File: src/rtl/gcd_engine_pkg.sv
// Shared definitions for the GCD engine: FSM state encoding and default operand width.
package gcd_engine_pkg;

    localparam int DEFAULT_WIDTH = 4;

    typedef enum logic [1:0] {
        IDLE = 2'd0,
        CALC = 2'd1,
        DONE = 2'd2
    } state_t;

endpackage

File: src/rtl/gcd_datapath.sv
// Operand registers for the GCD engine with a single shared subtractor and the
// status detectors (equality, zero, X<Y) that steer the controlling FSM.
module gcd_datapath
    import gcd_engine_pkg::*;
#(
    parameter int WIDTH = DEFAULT_WIDTH
) (
    input  logic             clk,
    input  logic             rst_n,
    input  logic             i_load,
    input  logic             i_sub_x,
    input  logic             i_sub_y,
    input  logic [WIDTH-1:0] i_x,
    input  logic [WIDTH-1:0] i_y,
    output logic [WIDTH-1:0] o_xr,
    output logic [WIDTH-1:0] o_yr,
    output logic             o_eq,
    output logic             o_x_zero,
    output logic             o_y_zero,
    output logic             o_x_lt_y
);

    logic [WIDTH-1:0] r_xr;
    logic [WIDTH-1:0] r_yr;
    logic             w_x_lt_y;
    logic [WIDTH-1:0] w_minuend;
    logic [WIDTH-1:0] w_subtrahend;
    logic [WIDTH-1:0] w_diff;

    // One subtractor serves both directions: the larger operand is always the
    // minuend, so the result never wraps and no carry is needed.
    assign w_x_lt_y     = (r_xr < r_yr);
    assign w_minuend    = w_x_lt_y ? r_yr : r_xr;
    assign w_subtrahend = w_x_lt_y ? r_xr : r_yr;
    assign w_diff       = w_minuend - w_subtrahend;

    always_ff @(posedge clk or negedge rst_n) begin
        if (!rst_n) begin
            r_xr <= '0;
            r_yr <= '0;
        end else if (i_load) begin
            r_xr <= i_x;
            r_yr <= i_y;
        end else if (i_sub_x) begin
            r_xr <= w_diff;
        end else if (i_sub_y) begin
            r_yr <= w_diff;
        end
    end

    assign o_xr     = r_xr;
    assign o_yr     = r_yr;
    assign o_eq     = (r_xr == r_yr);
    assign o_x_zero = (r_xr == '0);
    assign o_y_zero = (r_yr == '0);
    assign o_x_lt_y = w_x_lt_y;

endmodule

File: src/rtl/gcd_engine.sv
// Sequential subtract-and-swap GCD engine: start/done handshake around the
// gcd_datapath, with the result and zero-operand flag held until the next run.
module gcd_engine
    import gcd_engine_pkg::*;
#(
    parameter int WIDTH = DEFAULT_WIDTH
) (
    input  logic             clk,
    input  logic             rst_n,
    input  logic             start,
    input  logic [WIDTH-1:0] x_in,
    input  logic [WIDTH-1:0] y_in,
    output logic             busy,
    output logic             done,
    output logic [WIDTH-1:0] gcd_out,
    output logic             zero_op
);

    state_t           r_state;
    state_t           w_next_state;
    logic [WIDTH-1:0] r_gcd;
    logic             r_zero_op;

    logic             w_load;
    logic             w_sub_x;
    logic             w_sub_y;
    logic             w_finish_eq;
    logic             w_finish_zero;

    logic [WIDTH-1:0] w_xr;
    logic [WIDTH-1:0] w_yr;
    logic             w_eq;
    logic             w_x_zero;
    logic             w_y_zero;
    logic             w_x_lt_y;

    gcd_datapath #(
        .WIDTH (WIDTH)
    ) u_datapath (
        .clk      (clk),
        .rst_n    (rst_n),
        .i_load   (w_load),
        .i_sub_x  (w_sub_x),
        .i_sub_y  (w_sub_y),
        .i_x      (x_in),
        .i_y      (y_in),
        .o_xr     (w_xr),
        .o_yr     (w_yr),
        .o_eq     (w_eq),
        .o_x_zero (w_x_zero),
        .o_y_zero (w_y_zero),
        .o_x_lt_y (w_x_lt_y)
    );

    always_ff @(posedge clk or negedge rst_n) begin
        if (!rst_n) begin
            r_state <= IDLE;
        end else begin
            r_state <= w_next_state;
        end
    end

    always_comb begin
        w_next_state = r_state;
        case (r_state)
            IDLE:    if (start) w_next_state = CALC;
            CALC:    if (w_eq || w_x_zero || w_y_zero) w_next_state = DONE;
            DONE:    w_next_state = IDLE;
            default: w_next_state = IDLE;
        endcase
    end

    // Equality outranks the zero check so (0,0) is reported via the equal path
    // with its zero flag still set; only one datapath action fires per cycle.
    always_comb begin
        w_load        = 1'b0;
        w_sub_x       = 1'b0;
        w_sub_y       = 1'b0;
        w_finish_eq   = 1'b0;
        w_finish_zero = 1'b0;
        busy          = 1'b0;
        done          = 1'b0;
        case (r_state)
            IDLE: begin
                w_load = start;
            end
            CALC: begin
                busy = 1'b1;
                if (w_eq) begin
                    w_finish_eq = 1'b1;
                end else if (w_x_zero || w_y_zero) begin
                    w_finish_zero = 1'b1;
                end else if (w_x_lt_y) begin
                    w_sub_y = 1'b1;
                end else begin
                    w_sub_x = 1'b1;
                end
            end
            DONE: begin
                done = 1'b1;
            end
            default: begin
                busy = 1'b0;
            end
        endcase
    end

    always_ff @(posedge clk or negedge rst_n) begin
        if (!rst_n) begin
            r_gcd     <= '0;
            r_zero_op <= 1'b0;
        end else if (w_finish_eq) begin
            r_gcd     <= w_xr;
            r_zero_op <= w_x_zero;
        end else if (w_finish_zero) begin
            r_gcd     <= w_xr | w_yr;
            r_zero_op <= 1'b1;
        end
    end

    assign gcd_out = r_gcd;
    assign zero_op = r_zero_op;

endmodule

File: config.mk
export PLATFORM = sky130hd
export DESIGN_NAME = gcd_engine
export DESIGN_NICKNAME = d
export VERILOG_FILES = /design/src/rtl/gcd_engine_pkg.sv /design/src/rtl/gcd_datapath.sv /design/src/rtl/gcd_engine.sv
export SDC_FILE = /design/constraint.sdc
export NUM_CORES = 1
export LEC_CHECK = 0
export CAP_MARGIN = 20
export CORE_ASPECT_RATIO = 1.25
export CORE_UTILIZATION = 47
export DETAILED_ROUTE_END_ITERATION = 10
export PLACE_DENSITY = 0.75
export SLEW_MARGIN = 5
export SYNTH_ARGS = -nofsm -noshare
export SYNTH_HDL_FRONTEND = slang
export SYNTH_SLANG_ARGS = --single-unit
File: constraint.sdc
create_clock -name clk -period 2.3 [get_ports clk]
set_input_delay 0.345 -clock clk [delete_from_list [all_inputs] [get_ports clk]]
set_output_delay 0.345 -clock clk [all_outputs]
set_load 0.02 [all_outputs]
Word-level counts from Yosys, hierarchy flattened --
Index checks and enable logic that the tools add are counted. Widths: inputs -> output; s select.
Word-level totals: output and inout port bits 7, logic and storage cells 55, input port bits 11, register bits after elaboration 15
Cells by class: bitwise operators 1, mux-type cells 30, equal/unequal tests 6, reductions and logical operators 11, $lt $le $gt $ge 1, add/sub/neg operators 1
Operators with widths (count):
- $mux 4 | 9
- $mux 1 | 18
- $logic_not 4->1 | 2
- $reduce_bool 2->1 | 3
- $eq 4x4->1 | 1
- $lt 4x4->1 | 1
- $mux 2 | 2
- $ne 2x2->1 const B | 2
- $or 4x4->4 | 1
- $pmux 2 s2 | 1
- $reduce_and 2->1 | 2
- $sub 4x4->4 | 1
- $logic_or 1x1->1 | 3
- $eq 2x1->1 const B | 1
- $eq 2x2->1 const B | 1
- $logic_not 2->1 | 1
- $ne 2x1->1 const B | 1

Logic depth before layout (Yosys ltp) --
Gate-level depths: netlist of the first run.
depth in word-level cells 8, mapped depth 9

Hierarchy --
From an unflattened synthesis of the first run, not the netlist that was laid out.
Unflattened totals: cells, all modules 117, area total of the unflattened synthesis 1074.8 um2
By module, submodules not included:
- gcd_datapath | cells an instance 83, sequential area each 200.2 um2, times used 1, area each 701.9 um2
- gcd_engine | cells an instance 34, sequential area each 175.2 um2, times used 1, area each 372.9 um2

Least setup slack after synthesis of the first run --
Ideal clock, no wire load.
kind flip-flop to flip-flop, start register u_datapath.r_xr[1] (netlist: u_datapath.o_xr[1]), end register u_datapath.r_xr[2] (netlist: u_datapath.o_xr[2]), required time 2.168 ns, arrival time 2.353 ns, stages on the path, launching flop included 10, path slack -0.185 ns, library setup time 0.132 ns, path buffers 0, clock period less this slack 2.485 ns, cells stage by stage dfrtp_1 > inv_1 > ha_1 > o21bai_2 > a211oi_4 > mux2_1 > ha_1 > a221oi_2 > mux2i_1 > a31oi_1
Between the ends: cells in the longest elaborated chain, start to end 6
RTL lines:
- start, declared | RTL line gcd_datapath.sv:23 | logic [WIDTH-1:0] r_xr;
- start signal, assigned | RTL line gcd_datapath.sv:42 | r_xr <= i_x;
- start signal, assigned | RTL line gcd_datapath.sv:45 | r_xr <= w_diff;
- parallel branches: the longest is 6 deep, another holds $lt 4x4->1
Parallel ways; which one is timed is not known. The select of a mux whose other input is x is not followed. A chain may end at the register's enable or synchronous reset.

Worst setup path after layout of the first run --
start register u_datapath.r_yr[1] (netlist: u_datapath.o_yr[1]), end register u_datapath.r_xr[2] (netlist: u_datapath.o_xr[2])
Between the ends: cells in the longest elaborated chain, start to end 6
RTL lines:
- start, declared | RTL line gcd_datapath.sv:24 | logic [WIDTH-1:0] r_yr;
- start signal, assigned | RTL line gcd_datapath.sv:43 | r_yr <= i_y;
- start signal, assigned | RTL line gcd_datapath.sv:47 | r_yr <= w_diff;
- parallel branches: the longest is 6 deep, another holds $lt 4x4->1
Parallel ways; which one is timed is not known. The select of a mux whose other input is x is not followed.

==> results of run 1 <==
## area by class of cell
type                       instances  area (um^2)
inverter                          12         45.0
sequential                        15          375
fill                             140          524
multi-input combinational         81          713
timing repair buffer              38          328
tap                               30         37.5
clock buffer                       4         26.3
## cells by family after synthesis
logic type / Yosys count
AO/OA/AOI/OAI: 30
adder cells (fa/ha/maj): 9
buffers and inverters: 13
flip-flops: 15
multiplexers: 4
AND/OR/NAND/NOR: 38
## synth_stat cells (2+ instances only)
master | number | share of area
nand2_1 | 14 | 0.049
ha_1 | 9 | 0.11
a21boi_0 | 2 | 0.014
nor2_1 | 10 | 0.035
dfrtp_1 | 15 | 0.35
nor2b_1 | 2 | 0.012
a31oi_1 | 3 | 0.018
nand2b_1 | 3 | 0.018
o21ai_1 | 7 | 0.033
a21oi_1 | 3 | 0.014
mux2i_1 | 3 | 0.028
nor4_2 | 3 | 0.035
inv_1 | 11 | 0.039
## repair_timing
item	CTS	global route
pin swaps	1	3
resized for setup	1	1
buffers inserted	1	2
endpoints found under the setup margin	2	2
## stage by stage
| step | cells | utilization | setup WS [ps] |
|---|---|---|---|
| after global placement | 173 | 0.714 | 76.8 |
| after CTS | 178 | 0.731 | 10.7 |
| final | 180 | 0.744 | 33.8 |
| after detailed placement | 173 | 0.714 | -3.04 |
| after global routing | 180 | 0.744 | -88.6 |
| after floorplan | 109 | - | -45.6 |
## worst paths after layout
path                       cells past startpoint  slack [ps]                  to                from
setup reg to reg                               9          30  u_datapath.o_xr[2]  u_datapath.o_yr[1]
hold reg to reg                                2         490          gcd_out[3]          gcd_out[3]
max in group asynchronous                      1        1380          gcd_out[0]               rst_n
min in group clk                               2         490          gcd_out[3]          gcd_out[3]
setup / recovery                               9          30  u_datapath.o_xr[2]  u_datapath.o_yr[1]
hold / removal                                 1         480             zero_op               rst_n
## layer usage
metal | vias to the layer above | track usage | routed length [um]
met2 | 29 | 0.424 | 1340
li1 | 473 | - | -
met1 | 441 | 0.273 | 1030
met5 | - | 0 | 0
met3 | 11 | 0.0359 | 96
met4 | 0 | 0.0736 | 76
## layout by cell type (no fill, tap or decap), types with 4 or more instances in the layout
cell type        instances
inv_1                    8
dfrtp_1                 15
buf_4                   21
clkdlybuf4s50_1         17
nand2_1                 14
inv_2                    4
nor2_1                   9
ha_1                     5
o21ai_1                  7
ha_4                     4
## registers in the layout, indices dropped and copies added (netlist names)
name / count
gcd_out: 4
u_datapath.o_xr: 4
u_datapath.o_yr: 4
r_state: 2
zero_op: 1
## critical path: cells and delay by family, from the launching register on
family | cells | cell delay [ps]
AOI/OAI and AO/OA | 4 | 750
muxes | 2 | 590
DFF | 1 | 380
adders and majority gates | 2 | 360
buffers and inverters | 1 | 70
==> results.sh, run 1 <==
export IMPL_status="finished clean"
export IMPL_ios=18
export IMPL_synth_xor_area_frac=0
export IMPL_crit_type="reg -> reg"
export IMPL_wl_um=2540
export IMPL_areaGrowthSynthToFinish_pct=42.9
export IMPL_cts_max_level=1
export IMPL_place_hpwl_um=2080
export IMPL_period_share=0.985
export IMPL_synthAdderAreaFrac=0.106
export IMPL_avgSynthCellArea_um2=9.79
export IMPL_max_freq_mhz=441
export IMPL_post_route_min_period_ps=2270
export IMPL_critPathMaxStageDelay_ps=380
export IMPL_slowest_stage="dfrtp_1"
export IMPL_die_width_um=44.6
export IMPL_grt_max_degree=16
export IMPL_stdcell_area_um2=1530
export IMPL_clk_pin_slew_ps=90
export IMPL_final_max_slew_viol_count=0
export IMPL_synthesis_area_um2=1070
export IMPL_finClkSkew_ps=0.997
export IMPL_crit_required_ps=2470
export IMPL_drcViolationCount=0
export IMPL_clk_latency_ps=290
export IMPL_antenna_cells=0
export IMPL_synth_edf_count=0
export IMPL_yosysWarningCount=0
export IMPL_wl_per_cell_um=14.1
export IMPL_grt_util_all_layers=0.236
export IMPL_synth_mux_area_frac=0.0387
export IMPL_holdWs_ps=475
export IMPL_ys_types=37
export IMPL_grt_pass1_wl_um=4310
export IMPL_crit_chain="inv_2, ha_1, o21bai_4, a211oi_4, mux2_4, ha_4, a221oi_4, mux2i_1, a31oi_1"
export IMPL_row_count=18
export IMPL_startpoint_type="flop"
export IMPL_synth_top_family_by_area="compound AO/OA/AOI/OAI gates"
export IMPL_start_util=0.521
export IMPL_synthSimpleGateAreaFrac=0.203
export IMPL_numPortBuffers=17
export IMPL_hold_violations=0
export IMPL_place_gp_congestion=0.951
export IMPL_synth_seq_area_share=0.352
export IMPL_path_max_fanout=3
export IMPL_synth_seq_cells=15
export IMPL_vias=954
export IMPL_hold_path_class="in -> async"
export IMPL_setup_violations=0
export IMPL_firstDrtPassIters=4
export IMPL_drt_initial_drc_count=14
export IMPL_postRouteAntennaNets=0
export IMPL_coreArea_um2=2050
export IMPL_syn_inst=109
export IMPL_dieHeight_um=55.3
export IMPL_yosys_most_used_dff="dfrtp_1"
export IMPL_crit_path_end_kind="flop"
export IMPL_cp_arrival_ps=2440
export IMPL_antenna_found_initial=0
export IMPL_clock_sinks=15
export IMPL_placed_cell_area_um2=1460
export IMPL_cts_tree="built"
export IMPL_clockBufferDepth=2
export IMPL_synth_compound_area_frac=0.249
export IMPL_slew_headroom=0.525
export IMPL_grt_pass1_vias=972
export IMPL_drive_gt1_frac=0.320
export IMPL_cap_violations=0
export IMPL_die_area_um2=2470
export IMPL_grt_setup_unrepaired="true"
export IMPL_overflow=0
export IMPL_async_reset_ff_frac=1.00
export IMPL_ctsRootBufferMaster="clkbuf_4"
export IMPL_cts_hold_buffers_added=0
export IMPL_numCtsBuffers=3
export IMPL_tns_ps=0
export IMPL_viasPerCell=5.30
export IMPL_worstMarginPinSlew_ps=711
export IMPL_synth_fp_nets=129
export IMPL_final_nets=171
Power of run 1 is left out: the tool's default activity adds up to more than one toggle a clock period on the data nets, which glitch-free logic cannot reach.
==> run 2, diff against run 1 <==
--- a/config.mk
+++ b/config.mk
@@ -9,7 +9,7 @@
 export CORE_ASPECT_RATIO = 1.25
 export CORE_UTILIZATION = 47
 export DETAILED_ROUTE_END_ITERATION = 10
-export PLACE_DENSITY = 0.75
+export PLACE_DENSITY = 0.87
 export SLEW_MARGIN = 5
 export SYNTH_ARGS = -nofsm -noshare
 export SYNTH_HDL_FRONTEND = slang
==> constraint.sdc (replaced) <==
create_clock -name clk -period 1.82 [get_ports clk]
set_input_delay 0.273 -clock clk [delete_from_list [all_inputs] [get_ports clk]]
set_output_delay 0.273 -clock clk [all_outputs]
set_load 0.02 [all_outputs]
==> run 2 against run 1 <==
Against the previous run:
- the flow now finishes with violations (negative setup slack)
- die area stayed put
- critical path depth unchanged
- sequential share of layout area shrank 4.6 points
- clock skew up 6.3 ps
- global-route usage rose by 6.5 points
- setup slack worse by 630 ps
- critical path type unchanged
- critical endpoint is now u_datapath.o_yr[2]
==> results.sh, run 2 (synthesized netlist as in run 1, its figures left out) <==
export IMPL_status="finished with violations"
export IMPL_violations="negative setup slack"
export IMPL_drcViolationCount=0
export IMPL_cts_tree="built"
export IMPL_antenna_found_initial=0
export IMPL_final_max_slew_viol_count=0
export IMPL_crit_path_end_kind="flop"
export IMPL_vias=1252
export IMPL_startpoint_type="flop"
export IMPL_clockBufferDepth=2
export IMPL_final_nets=196
export IMPL_clk_latency_ps=310
export IMPL_row_count=18
export IMPL_max_freq_mhz=413
export IMPL_numPortBuffers=17
export IMPL_place_hpwl_um=2270
export IMPL_crit_chain="inv_2, ha_4, o21bai_4, a211oi_4, mux2_4, ha_4, a221oi_4, mux2i_1, a22oi_1"
export IMPL_path_common_cell="ha_4"
export IMPL_finalNonFillerCells=205
export IMPL_slew_headroom=0.554
export IMPL_crit_type="reg -> reg"
export IMPL_ios=18
export IMPL_met1_usage=0.352
export IMPL_drt_initial_drc_count=63
export IMPL_grt_util_all_layers=0.301
export IMPL_cp_arrival_ps=2590
export IMPL_final_cell_mix="buf_4 (39), dfrtp_1 (15), clkdlybuf4s50_1 (15)"
export IMPL_post_route_min_period_ps=2420
export IMPL_postRouteAntennaNets=0
export IMPL_grt_pass1_vias=1201
export IMPL_slowest_stage="dfrtp_1"
export IMPL_start_util=0.521
export IMPL_dieHeight_um=55.3
export IMPL_grt_max_degree=16
export IMPL_setup_violations=13
export IMPL_critPathMaxStageDelay_ps=440
export IMPL_grt_pass1_wl_um=5490
export IMPL_die_width_um=44.6
export IMPL_wl_um=4550
export IMPL_clock_sinks=15
export IMPL_cp_top_family="compound AO/OA/AOI/OAI gates"
export IMPL_firstDrtPassIters=5
export IMPL_die_area_um2=2470
export IMPL_placed_cell_area_um2=1560
export IMPL_worstMarginPinSlew_ps=667
export IMPL_cts_hold_buffers_added=0
export IMPL_finish_utilization=0.914
export IMPL_path_max_fanout=3
export IMPL_top_usage_layer="met2"
export IMPL_path_buf_inv=1
export IMPL_coreArea_um2=2050
export IMPL_period_share=1.33
export IMPL_final_common_cell="buf_4"
export IMPL_hold_path_class="in -> async"
export IMPL_ctsRootBufferMaster="clkbuf_4"
export IMPL_grt_setup_unrepaired="true"
export IMPL_wl_per_cell_um=22.2
export IMPL_place_gp_congestion=0.963
export IMPL_areaGrowthSynthToFinish_pct=75.5
export IMPL_met3_usage=0.0556
export IMPL_viasPerCell=6.11
export IMPL_ff2ff_setup_slack_ps=-600
export IMPL_hold_violations=0
export IMPL_tns_ps=-3520
export IMPL_antenna_cells=0
export IMPL_setup_ws_ps=-600
export IMPL_numCtsBuffers=3
export IMPL_cts_max_level=1
export IMPL_stdcell_area_um2=1870
export IMPL_drive_gt1_frac=0.549
export IMPL_cap_violations=0
export IMPL_clk_pin_slew_ps=110
export IMPL_grt_use_met2=0.511
export IMPL_crit_required_ps=1990
export IMPL_fillers=70
export IMPL_finClkSkew_ps=7.29
export IMPL_placedCellCount=186
export IMPL_overflow=0
-- run 2: area by class of cell --
cell class,count,area (um^2),share of cell area
timing repair buffer,63,539,0.288
tap,30,37.5,0.0200
multi-input combinational,81,846,0.452
clock inverter,1,5.00,0.00267
clock buffer,3,22.5,0.0120
sequential,15,375,0.200
inverter,12,47.5,0.0254
-- run 2: what timing repair did --
item | in CTS | in global routing
gates resized for setup | 18 | 27
endpoints found under the setup margin | 14 | 13
setup buffers | 10 | 10
pin swaps | 7 | 15
-- run 2: metal layers --
metal,wire length (um),share of wire
met1,1780,0.39
met2,2140,0.47
met3,318,0.070
met4,312,0.069
met5,0,0
-- run 2: final timing paths --
check,startpoint,end,depth (start not counted)
setup reg to reg,u_datapath.o_xr[1],u_datapath.o_yr[2],9
hold reg to reg,gcd_out[1],gcd_out[1],2
max in group asynchronous,rst_n,u_datapath.o_yr[1],2
setup / recovery,u_datapath.o_xr[1],u_datapath.o_yr[2],9
min in group clk,gcd_out[1],gcd_out[1],2
hold / removal,rst_n,zero_op,2
-- run 2: worst reg2reg max path: stages, from the launching register on --
cell,delay (ps)
dfrtp_1,440
inv_2,80
ha_4,280
o21bai_4,70
a211oi_4,250
mux2_4,340
ha_4,170
a221oi_4,220
mux2i_1,310
a22oi_1,130
-- run 2: metrics by stage --
stage          setup WS, ps  hold WS, ps
6_report               -600          274
5_1_grt                -622          295
4_1_cts                -465          298
3_5_place_dp           -447          481
3_3_place_gp           -418          466
2_1_floorplan          -526        -22.6
Power of run 2 is left out for the same reason.
==> RTL edit 1 (flow settings as in run 2) <==
The package constant `DEFAULT_WIDTH` goes from 4 to 5.
--- a/src/rtl/gcd_engine_pkg.sv
+++ b/src/rtl/gcd_engine_pkg.sv
@@ -2,5 +2,5 @@
 package gcd_engine_pkg;
 
-    localparam int DEFAULT_WIDTH = 4;
+    localparam int DEFAULT_WIDTH = 5;
 
     typedef enum logic [1:0] {
Interface: changed (resized gcd_out, x_in and y_in); port bits go from 18 to 21. The function was not compared with the original's and may differ.
==> RTL edit 1 against run 2 <==
- the run still ends with setup timing left
- fmax fell by 1.2%
- worst hold slack improved by 0.041 ns
- via count rose by 26%
- wire length rose by 26%
- final area rose by 23%
- area after synthesis rose by 16%
- critical path depth rose by 2
- sequential cell count rose by 3
- first-iteration DRC count rose by 40%
- global-route usage rose by 4.8 points
- worst setup slack got worse by 0.029 ns
- critical path type unchanged
- critical endpoint is now u_datapath.o_xr[4]
Power is left out: the tool's default activity adds up to more than one toggle a clock period on the data nets, which glitch-free logic cannot reach.
==> RTL edit 1: results (changes against run 2) <==
Post-Place Setup Slack - -0.531 ns (-0.0838 ns)
final cell count without fillers - 254 (+24%)
leading post-synthesis cells by instance count - sky130_fd_sc_hd__dfrtp_1 (18), sky130_fd_sc_hd__nor2_1 (14), sky130_fd_sc_hd__a21oi_1 (13), sky130_fd_sc_hd__inv_1 (13), sky130_fd_sc_hd__nand2_1 (12)
vias in the first global route - 1,521 (+27%)
Worst-Margin Slew - 0.414 ns (-0.253 ns)
routed length per placed instance - 22.5 um (+1.6%)
Routability Congestion - 0.908 (-5.7%)
critical path arrival - 2.65 ns (+0.06 ns)
min setup slack post-route - -0.629 ns (-0.0287 ns)
setup clock skew after layout - 0.00223 ns (-0.00505 ns)
net count of the mapped netlist - 162 (+26%)
IO buf count - 20 (+3)
vias per cell - 6.20 (+1.5%)
summed negative setup slack over all endpoints - -6.05 ns (-2.53 ns)
number of detailed-routing iterations run before antenna repair - 4 (-1)
Iteration-0 DRC Markers - 88 (+40%)
Placed Area - 1860 sq um (+19%)
wire length of the first global-routing pass - 6910 um (+26%)
average footprint of a synthesized cell - 9.00 sq um (-8.1%)
fraction of final layout cells sized beyond drive strength 1 - 0.566 (+0.0170)
All-Layer GR Usage - 0.349 (+0.0481)
Worst path top cell family by delay - simple AND/OR/NAND/NOR gates
Distinct cells, synth - 39 (+5.4%)
Final setup viols - 19 (+6)
share of the yosys chip area belonging to registers - 0.363 (+0.0108)
leading post-synthesis cells by cell area - sky130_fd_sc_hd__dfrtp_1 (36%), sky130_fd_sc_hd__ha_1 (11%), sky130_fd_sc_hd__a21oi_1 (5.2%)
final hold slack - 0.315 ns (+0.0409 ns)
maximum number of pins on one net before global-route repair - 19 (+3)
failing checks - setup timing
Placed Instances - 228 (+23%)
run status - complete, but fails checks
half-perimeter wire length of the detailed placement result - 2840 um (+25%)
[RTL edit 1: path summary, 6_finish.rpt]
check / cells after the start / start / endpoint
setup / recovery: 11 / u_datapath.o_xr[3] / u_datapath.o_xr[4]
hold / removal: 2 / rst_n / r_state[0]
setup reg to reg: 11 / u_datapath.o_xr[3] / u_datapath.o_xr[4]
hold reg to reg: 2 / gcd_out[2] / gcd_out[2]
max in group asynchronous: 2 / rst_n / u_datapath.o_xr[1]
min in group clk: 2 / gcd_out[2] / gcd_out[2]
[RTL edit 1: final cells by class]
| type | instances | area [sq um] |
|---|---|---|
| Sequential cell | 18 | 453 |
| Tap cell | 33 | 41.3 |
| Fill cell | 87 | 178 |
| Multi-Input combinational cell | 106 | 1020 |
| Inverter | 13 | 51.3 |
| Timing Repair Buffer | 80 | 703 |
| Clock buffer | 4 | 26.3 |
[RTL edit 1: logic make-up (layout without fill, tap and decap cells)]
| group | Yosys count | in the layout | synth area share |
|---|---|---|---|
| AND/OR/NAND/NOR | 48 | 50 | 0.204 |
| flip-flops | 18 | 18 | 0.363 |
| buffers and inverters | 16 | 97 | 0.0493 |
| adder cells (fa/ha/maj) | 11 | 11 | 0.111 |
| multiplexers | 3 | 3 | 0.0252 |
| XOR/XNOR | 3 | 3 | 0.0212 |
| AO/OA/AOI/OAI | 39 | 39 | 0.227 |
[RTL edit 1: what timing repair did]
| item | 4_1_cts | 5_1_grt |
|---|---|---|
| setup buffers | 16 | 8 |
| pin swaps | 18 | 15 |
| gates cloned | 0 | 2 |
| setup endpoints to repair | 18 | 18 |
| gates resized for setup | 26 | 37 |
[RTL edit 1: routing by layer]
metal  vias to the layer above  routed length, um  track usage
met5                         -                  0            0
met4                         0                326        0.155
met3                        43                430       0.0976
met2                       102               2900        0.612
met1                       776               2060        0.369
li1                        654                  -            -
==> RTL edit 2 (config.mk and constraints of run 2) <==
Made on the original files. Encoding of `state_t`: now one-hot (3 bits for 3 states).
--- a/src/rtl/gcd_engine_pkg.sv
+++ b/src/rtl/gcd_engine_pkg.sv
@@ -4,8 +4,8 @@
     localparam int DEFAULT_WIDTH = 4;
 
-    typedef enum logic [1:0] {
-        IDLE = 2'd0,
-        CALC = 2'd1,
-        DONE = 2'd2
+    typedef enum logic [2:0] {
+        IDLE = 3'b001,
+        CALC = 3'b010,
+        DONE = 3'b100
     } state_t;
 
Formal check against the unedited RTL: same outputs for any inputs over 10 cycles, from zero or initial values and one cycle with rst_n low; not proved beyond that.
==> RTL edit 2 against run 2 <==
- the run still ends with setup timing left
- first-iteration DRC count rose by 19%
- wire length decreased by 14%
- via count is 0.32% higher
- utilization is 12 points lower
- global-route usage rose by 2.0 points
- worst setup slack improved by 0.18 ns
- final area decreased by 6.9%
- sequential cell count up 1
- area after synthesis rose by 2.1%
- worst hold slack improved by 0.017 ns
- highest routed layer unchanged
==> RTL edit 2: results (changes against run 2) <==
run status - complete, but fails checks
failing checks - setup timing
number of nets in the final layout - 188 (-4.1%)
source-to-sink clock delay at the later pin of the worst-skew pair - 0.29 ns (-0.02 ns)
average footprint of a synthesized cell - 9.56 sq um (-2.4%)
met2 WL post-DR - 1940 um (-9.0%)
Final Routed Wirelength - 3890 um (-14%)
Worst Reg2Reg Path Length in Cells - 9 (unchanged)
share of the yosys chip area belonging to registers - 0.369 (+0.0168)
Routability Congestion - 0.918 (-4.7%)
kind of path behind the tightest hold check - in -> async
number of resized instances in the post-cts repair step - 12 (-6)
largest fanout of any net on the critical path - 2 (-1)
Placed Area - 1550 sq um (-0.80%)
met2 Use GR - 0.524 (+0.0133)
routed metal-1 wire length - 1450 um (-18%)
half-perimeter wire length of the detailed placement result - 2380 um (+5.1%)
min setup slack post-route - -0.424 ns (+0.176 ns)
top layer used by detailed routing - met4
internal cell power - 2.19 mW
GR Util met3 - 0.0487 (-0.00685)
wire length of the first global-routing pass - 5820 um (+6.0%)
Iteration-0 DRC Markers - 75 (+19%)
via count - 1,256 (+0.32%)
Final setup viols - 15 (+2)
All-Layer GR Usage - 0.320 (+0.0196)
DR WL met3 - 311 um (-2.2%)
CTS buffer count - 3 (unchanged)
fraction of final layout cells sized beyond drive strength 1 - 0.467 (-0.0815)
leading post-synthesis cells by instance count - sky130_fd_sc_hd__dfrtp_1 (15), sky130_fd_sc_hd__inv_1 (11), sky130_fd_sc_hd__nand2_1 (11)
Worst path top cell family by delay - compound AO/OA/AOI/OAI gates
Crit path largest cell delay - 0.39 ns (-0.05 ns)
startpoint of the worst-slack reg-to-reg timing path - u_datapath.o_yr[2]
vias in the first global route - 1,240 (+3.2%)
M1 GR Usage - 0.391 (+0.0390)
critical path arrival - 2.43 ns (-0.16 ns)
total inserted antenna cells - 0 (unchanged)
net count of the mapped netlist - 134 (+3.9%)
post-CTS setup-driven buffer insertion count - 4 (-6)
vias per cell - 6.34 (+3.9%)
setup clock skew after layout - 0.00316 ns (-0.00412 ns)
count of H-tree levels built during CTS - 1 (unchanged)
Worst-Margin Slew - 0.480 ns (-0.187 ns)
leading post-synthesis cells by cell area - sky130_fd_sc_hd__dfrtp_1 (34%), sky130_fd_sc_hd__ha_1 (10%), sky130_fd_sc_hd__inv_1 (3.8%)
Critical Path Sink - u_datapath.o_xr[2]
number of antenna violations at the first check in global routing - 0 (unchanged)
root buffer cell - sky130_fd_sc_hd__clkbuf_4
Post-synth ARST share - 1.00 (unchanged)
Distinct cells, synth - 41 (+11%)
final hold slack - 0.291 ns (+0.0172 ns)
maximum number of pins on one net before global-route repair - 17 (+1)
Crit-path slowest cell - sky130_fd_sc_hd__a221o_1
RTL edit 2: cell type report:
cell class,count,area [sq um]
clock buffers,4,36.3
fillers,125,444
inverters,12,45.0
multi-input cells,82,778
flip-flops and latches,16,403
well taps,31,38.8
repair buffers,53,442
RTL edit 2: metrics by stage:
stage,utilization,power [mW],setup slack [ns],setup TNS (ns)
3_5_place_dp,0.708,3.19,-0.361,-3.13
3_3_place_gp,0.708,3.10,-0.332,-2.60
2_1_floorplan,-,2.18,-0.425,-3.32
4_1_cts,0.761,3.67,-0.351,-3.08
5_1_grt,0.797,4.26,-0.473,-4.58
6_report,0.797,4.05,-0.424,-3.86
RTL edit 2: logic make-up after synthesis:
| family | synth area share |
|---|---|
| muxes | 0.00919 |
| AOI/OAI and AO/OA | 0.220 |
| adders and majority gates | 0.103 |
| and+or+nand+nor | 0.201 |
| xor gates and xnor gates | 0.0241 |
| buffers and inverters | 0.0735 |
| DFF | 0.369 |
